<file path="src/rtl/fir_filter_mc.sv">
// fir_filter_mc
// Time-multiplexed multi-channel FIR filter. One multiply-accumulate engine
// serves CH interleaved input streams, one sample at a time. Each channel has
// its own TAPS-deep circular sample history. All channels share one
// runtime-loadable coefficient bank.
//
// Ports
//   clk, n_rst     clock; asynchronous active-low reset
//   din/din_ch     input sample and its channel, qualified by din_valid
//   din_valid      sample offered
//   din_ready      block can accept a sample (IDLE and out of reset)
//   coef_we/_addr/_data   coefficient write, honoured only in IDLE
//   coef_err       one-cycle pulse after a coefficient write is rejected
//   dout/dout_ch   filtered result and its channel, held until the next result
//   dout_valid     one-cycle result strobe
//   sat            one-cycle pulse with dout_valid when the result clipped
//   dbg_state_o    current FSM state, for observation only
//
// Handshake: a sample transfers on a rising clk edge where din_valid and
// din_ready are both high. din_ready does not depend on din_valid.
//
// Build option: define FIR_MC_SAT_EN to clamp out-of-range results and
// drive sat. Otherwise the result wraps to OW bits and sat is tied to 0.
module fir_filter_mc #(
    parameter int WIDTH = 14,
    parameter int TAPS  = 32,
    parameter int CH    = 2,
    parameter int CW    = 16,
    parameter int OW    = 30,
    parameter int SHIFT = 0,
    localparam int CHW  = $clog2(CH),
    localparam int TW   = $clog2(TAPS)
) (
    input  logic             clk,
    input  logic             n_rst,
    input  logic [WIDTH-1:0] din,
    input  logic [CHW-1:0]   din_ch,
    input  logic             din_valid,
    output logic             din_ready,
    input  logic             coef_we,
    input  logic [TW-1:0]    coef_addr,
    input  logic [CW-1:0]    coef_data,
    output logic             coef_err,
    output logic [OW-1:0]    dout,
    output logic [CHW-1:0]   dout_ch,
    output logic             dout_valid,
    output logic             sat,
    output logic [1:0]       dbg_state_o
);
    localparam int PW   = WIDTH + CW;
    localparam int ACCW = PW + TW;
    localparam bit CH_POW2 = (CH == (1 << CHW));

    localparam logic [1:0] S_IDLE  = 2'd0;
    localparam logic [1:0] S_MAC   = 2'd1;
    localparam logic [1:0] S_DRAIN = 2'd2;

    logic [1:0]       state_q, state_d;
    logic [TW-1:0]    tap_q, tap_d;
    logic [TW-1:0]    newest_q, newest_d;
    logic [CHW-1:0]   ch_q, ch_d;
    logic [ACCW-1:0]  acc_q, acc_d, acc_sum;
    logic [PW-1:0]    prod_q, prod_d, mult;
    logic [OW-1:0]    dout_q, dout_d, dout_n;
    logic [CHW-1:0]   dout_ch_q, dout_ch_d;
    logic             dout_valid_q, dout_valid_d;
    logic             sat_q, sat_d, sat_n;
    logic             coef_err_q, coef_err_d;

    logic [WIDTH-1:0] hist_q [CH][TAPS];
    logic [TW-1:0]    wr_ptr_q [CH];
    logic [CW-1:0]    coef_q [TAPS];

    logic             accept, ch_ok;
    logic [TW-1:0]    rd_idx;
    logic [WIDTH-1:0] x_rd;
    logic [CW-1:0]    c_rd;
    logic [PW-1:0]    x_ext, c_ext;

    assign din_ready = n_rst && (state_q == S_IDLE);
    assign accept    = din_valid && din_ready;

    // Out-of-range channel numbers exist only for non-power-of-2 CH.
    generate
        if (CH_POW2) begin : g_ch_pow2
            assign ch_ok = 1'b1;
        end else begin : g_ch_npow2
            assign ch_ok = (int'(din_ch) < CH);
        end
    endgenerate

    // Tap k pairs coef[k] with the sample k positions older than the newest.
    assign rd_idx = newest_q - tap_q;
    assign x_rd   = hist_q[ch_q][rd_idx];
    assign c_rd   = coef_q[tap_q];
    assign x_ext  = {{CW{x_rd[WIDTH-1]}}, x_rd};
    assign c_ext  = {{WIDTH{c_rd[CW-1]}}, c_rd};
    assign mult   = $signed(x_ext) * $signed(c_ext);

    // The product register lags the tap read by one cycle; prod_q is zeroed
    // on accept so the first MAC cycle adds nothing.
    assign acc_sum = acc_q + {{TW{prod_q[PW-1]}}, prod_q};

`ifdef FIR_MC_SAT_EN
    logic [ACCW-1:0]    shifted;
    logic [ACCW-OW:0]   hi;
    logic               ovf;
    assign shifted = $signed(acc_sum) >>> SHIFT;
    // In range only when all bits from the OW-1 sign position upward agree.
    assign hi      = shifted[ACCW-1:OW-1];
    assign ovf     = !((&hi) || !(|hi));
    assign dout_n  = ovf ? {shifted[ACCW-1], {(OW-1){~shifted[ACCW-1]}}}
                         : shifted[OW-1:0];
    assign sat_n   = ovf;
`else
    assign dout_n  = OW'($signed(acc_sum) >>> SHIFT);
    assign sat_n   = 1'b0;
`endif

    always_comb begin
        state_d      = state_q;
        tap_d        = tap_q;
        newest_d     = newest_q;
        ch_d         = ch_q;
        acc_d        = acc_q;
        prod_d       = prod_q;
        dout_d       = dout_q;
        dout_ch_d    = dout_ch_q;
        dout_valid_d = 1'b0;
        sat_d        = 1'b0;
        coef_err_d   = 1'b0;
        case (state_q)
            S_IDLE: begin
                if (accept && ch_ok) begin
                    state_d  = S_MAC;
                    tap_d    = '0;
                    ch_d     = din_ch;
                    newest_d = wr_ptr_q[din_ch];
                    acc_d    = '0;
                    prod_d   = '0;
                end
            end
            S_MAC: begin
                acc_d      = acc_sum;
                prod_d     = mult;
                tap_d      = tap_q + TW'(1);
                coef_err_d = coef_we;
                if (tap_q == TW'(TAPS - 1)) begin
                    state_d = S_DRAIN;
                end
            end
            S_DRAIN: begin
                acc_d        = acc_sum;
                dout_d       = dout_n;
                dout_ch_d    = ch_q;
                dout_valid_d = 1'b1;
                sat_d        = sat_n;
                coef_err_d   = coef_we;
                state_d      = S_IDLE;
            end
            default: begin
                state_d = S_IDLE;
            end
        endcase
    end

    always_ff @(posedge clk or negedge n_rst) begin
        if (!n_rst) begin
            state_q      <= S_IDLE;
            tap_q        <= '0;
            newest_q     <= '0;
            ch_q         <= '0;
            acc_q        <= '0;
            prod_q       <= '0;
            dout_q       <= '0;
            dout_ch_q    <= '0;
            dout_valid_q <= 1'b0;
            sat_q        <= 1'b0;
            coef_err_q   <= 1'b0;
            for (int c = 0; c < CH; c++) begin
                wr_ptr_q[c] <= '0;
                for (int t = 0; t < TAPS; t++) begin
                    hist_q[c][t] <= '0;
                end
            end
            // Impulse pass-through until coefficients are loaded.
            for (int t = 0; t < TAPS; t++) begin
                coef_q[t] <= (t == 0) ? CW'(1) : '0;
            end
        end else begin
            state_q      <= state_d;
            tap_q        <= tap_d;
            newest_q     <= newest_d;
            ch_q         <= ch_d;
            acc_q        <= acc_d;
            prod_q       <= prod_d;
            dout_q       <= dout_d;
            dout_ch_q    <= dout_ch_d;
            dout_valid_q <= dout_valid_d;
            sat_q        <= sat_d;
            coef_err_q   <= coef_err_d;
            if (accept && ch_ok) begin
                hist_q[din_ch][wr_ptr_q[din_ch]] <= din;
                wr_ptr_q[din_ch]                 <= wr_ptr_q[din_ch] + TW'(1);
            end
            // Writing in IDLE lands before any same-edge accept reads it.
            if (coef_we && (state_q == S_IDLE)) begin
                coef_q[coef_addr] <= coef_data;
            end
        end
    end

    assign dout        = dout_q;
    assign dout_ch     = dout_ch_q;
    assign dout_valid  = dout_valid_q;
    assign sat         = sat_q;
    assign coef_err    = coef_err_q;
    assign dbg_state_o = state_q;
endmodule
</file>
<file path="config.mk">
export PLATFORM = sky130hd
export DESIGN_NAME = fir_filter_mc
export DESIGN_NICKNAME = d
export VERILOG_FILES = /design/src/rtl/fir_filter_mc.sv
export SDC_FILE = /design/constraint.sdc
export NUM_CORES = 2
export LEC_CHECK = 0
export ABC_AREA = 1
export ABC_CLOCK_PERIOD_IN_PS = 8000
export CORE_AREA = 2 2 450 452
export CTS_BUF_LIST = sky130_fd_sc_hd__clkbuf_16
export DETAILED_ROUTE_END_ITERATION = 12
export DIE_AREA = 0 0 452 454
export DONT_BUFFER_PORTS = 1
export PLACE_DENSITY_LB_ADDON = 0.08
export SLEW_MARGIN = 20
export SYNTH_ARGS = -nofsm -noshare
export SYNTH_HDL_FRONTEND = slang
export SYNTH_SLANG_ARGS = --single-unit
</file>
<file path="constraint.sdc">
create_clock -name clk -period 8 [get_ports clk]
set_clock_uncertainty 0.15 [all_clocks]
set_input_delay 0.8 -clock clk [delete_from_list [all_inputs] [get_ports clk]]
set_output_delay 0.8 -clock clk [all_outputs]
set_load 0.02 [all_outputs]
</file>
==> run_results.csv <==
group,metric,value,unit
status,status,"completed",
clock_network,cts_tree,"built",
setup_path,cp_common_cell,"fa_1",
finish,regArea,38200,sq um
sta,rsz0062_at_grt,"true",
setup_path,slowest_stage,"fa_4",
synthesis,postSynthAreaPerCell,7.92,sq um
setup_path,critPathBufInv,10,
die,core,201000,sq um
route,wirelength,271,mm
die,top_level_ports,77,
global_routing,grt_usage,26.2,%
synthesis,synth_top_cell_by_area,"dfrtp_1",
sta,slew_headroom,26.6,%
finish,finalNetCount,10400,
clock_network,clk_latency,870,ps
synthesis,syn-cell-area,79900,sq um
sta,tightest_slew,1100,ps
sta,finalWorstSetupSlack,200,ps
synthesis,synth.distinct_cells,49,
global_routing,grt_pass1_wl,416,mm
synthesis,synthCells,10100,
sta,final_hold_viol_count,0,
finish,n_fill_cell,20300,
global_routing,grt_max_degree,222,
route,wl_per_cell,21.2,um
global_routing,grt.overflow.total,0,
synthesis,synth_area_leaders,"dfrtp_1 48%, nand2_1 16%, o21ai_0 9.1%",
setup_path,crit_type,"reg2reg",
route,drtIter0Drc,6109,
route,vias,67700,
setup_path,worstPathRequired,8560,ps
die,row_count,165,
global_routing,antenna_found_initial,5,
die,dieArea,205000,sq um
run,maxCapViolCount,0,
setup_path,arrival,8360,ps
global_routing,grt_pass1_vias,64900,
synthesis,synth.net_count,10500,
synthesis,ys_ff_latch,1524,
die,dieWidth,452,um
sta,setup_violations,0,
setup_path,crit_path_max_incr_delay,1000,ps
finish,drive_gt1_share,9.08,%
route,vias_per_cell,5.29,
place,dp_slack,-35.2,ps
clock_network,clockBufferDepth,3,
synthesis,synth-edff-count,0,
place,dpl.hpwl,173,mm
synthesis,ys.flop_type,"dfrtp_1",
setup_path,cp-start-kind,"register",
clock_network,cts_root_buf,"clkbuf_16",
synthesis,yosysTopAreaCellShare,47.7,%
clock_network,cts.reportedPaths.clkPinSlew,60,ps
synthesis,yosysWarningCount,0,
route,drt_first_pass_iters,7,
route,route.detailed.drc,0,
route,ant_nets,0,
finish,areaGrowthSynthToFinish,13.6,%
setup_path,crit_path_end_kind,"register",
clock_network,htree_num_levels,4,
sta,finalMaxSlewViolations,0,
clock_network,numCtsBuffers,177,
synthesis,async_reset_ff_share,100,%
die,initial_core_util,39.8,%
die,die_h,454,um
place,placement.io_buffers,0,
sta,fmax,0.128,GHz
clock_network,clkSinkCount,1524,
finish,multiInputGateArea,37200,sq um
place,gp_congestion,0.894,
sta,fin_crit_sh,97.5,%
setup_path,worstPathMaxFanout,22,
worst_hold_path,hold_path_class,"in2reg",
sta,period_needed,7800,ps
synthesis,ys_seq_area_share,47.8,%
setup_path,cp_top_family,"adder cells",
[cell type report]
type                            count  area share, %
Multi-Input combinational cell   7280           41.0
Sequential cell                  1524           42.1
Clock buffer                      178           4.91
Clock inverter                    137           1.07
Tap cell                         2672           3.68
Inverter                          569           2.40
Timing Repair inverter              1        0.00965
Timing Repair Buffer              431           4.90
Antenna cell                        1        0.00276
[per-layer routing]
layer / vias up / track usage [%] / routed length, um
met3: 362 / 3.24 / 12400
li1: 32400 / - / -
met5: - / 0 / 0
met1: 33300 / 37.3 / 126000
met2: 1597 / 42.1 / 126000
met4: 0 / 7.15 / 7510
[final timing paths]
check	start	to	slack, ps	cells past startpoint
hold / removal	din[8]	hist_q[456]	60	2
hold reg to reg	hist_q[510]	hist_q[510]	320	2
setup reg to reg	tap_q[1]	prod_q[22]	200	32
min in group asynchronous	n_rst	dout[20]	340	1
setup / recovery	tap_q[1]	prod_q[22]	200	32
max in group asynchronous	n_rst	hist_q[794]	3950	7
[cells in the mapped netlist (4+ instances only)]
library cell     n
nand2_1       3448
dfrtp_1       1523
o21ai_0       1445
nand3_1       1233
inv_1          540
clkbuf_1       454
nor2_1         352
fa_1           222
buf_2          166
ha_1           112
o21ai_1        111
a21oi_1        104
buf_1           62
or2_2           44
nand3_2         33
nor3_1          26
clkinv_1        22
nand4_1         22
buf_6           18
o211ai_1        17
a31oi_1         12
o21bai_1        12
o22ai_1         12
xnor2_1         12
nand3b_1         9
xor2_1           9
nand3_4          8
a22o_1           6
nor2_2           6
o21ai_2          6
inv_2            5
buf_4            4
o31ai_1          4
[sequential cells by signal, summed over array words and instances, names as in the netlist]
name / flops
hist_q: 896
coef_q: 512
acc_q: 30
dout: 30
prod_q: 30
wr_ptr_q: 10
newest_q: 5
tap_q: 5
dbg_state_o: 2
ch_q: 1
coef_err: 1
dout_ch: 1
dout_valid: 1
[cell families (layout without fill, tap and decap cells)]
family	Yosys count	count (layout)	share of synthesized area, %
compound gates	1735	1735	11.1
xor+xnor	23	23	0.271
simple gates	5187	5187	27.1
fa+ha+maj	334	334	7.32
other cells	1	2	0.00470
buf+inv	1273	1316	6.44
flops	1524	1524	47.8
[worst register-to-register path, delay by kind of cell (launching register included)]
kind                     cells  cell delay [ps]
adder cells (fa/ha/maj)      8             4260
AND/OR/NAND/NOR             14             1470
buffers and inverters       10             1220
flip-flops                   1              570
[timing repair]
action	CTS	global route
endpoints found under the setup margin	7	21
gates cloned	0	5
endpoints found under the hold margin	135	0
pin swaps	0	8
hold buffers	3	0
gates resized for setup	2	136
buffers inserted	0	12
[layout by cell type, fill, tap and decap left out, types with 12 or more instances in the layout]
cell type and instances:
nand4_1 22, inv_2 19, a31oi_1 12, or2_2 44, o211ai_1 17, nor2_2 28, fa_1 218, buf_16 18
clkbuf_16 182, ha_1 102, o21ai_1 116, o22ai_1 12, nand3_2 68, nor2_1 328, buf_4 339, nand2_2 37
nor3_1 23, clkinv_1 55, nand3_1 1195, dfrtp_1 1519, nand2_1 3408, inv_1 579, a21oi_1 98, buf_12 59
o21ai_0 1440, clkinv_2 22
[per-stage QoR]
stage	setup TNS (ps)	utilization [%]	hold slack [ps]	instances	instance area [sq um]
after floorplan	0	-	287	10100	79900
after global placement	-19.9	41.9	304	12400	84200
after detailed placement	-118	41.9	316	12500	84200
after CTS	0	44.7	0.255	12800	89700
after global routing	-226	45.2	42.8	12800	90700
final	0	45.2	62.0	12800	90700
Power is left out: the tool's default activity adds up to more than one toggle a clock period on the data nets, which glitch-free logic cannot reach.
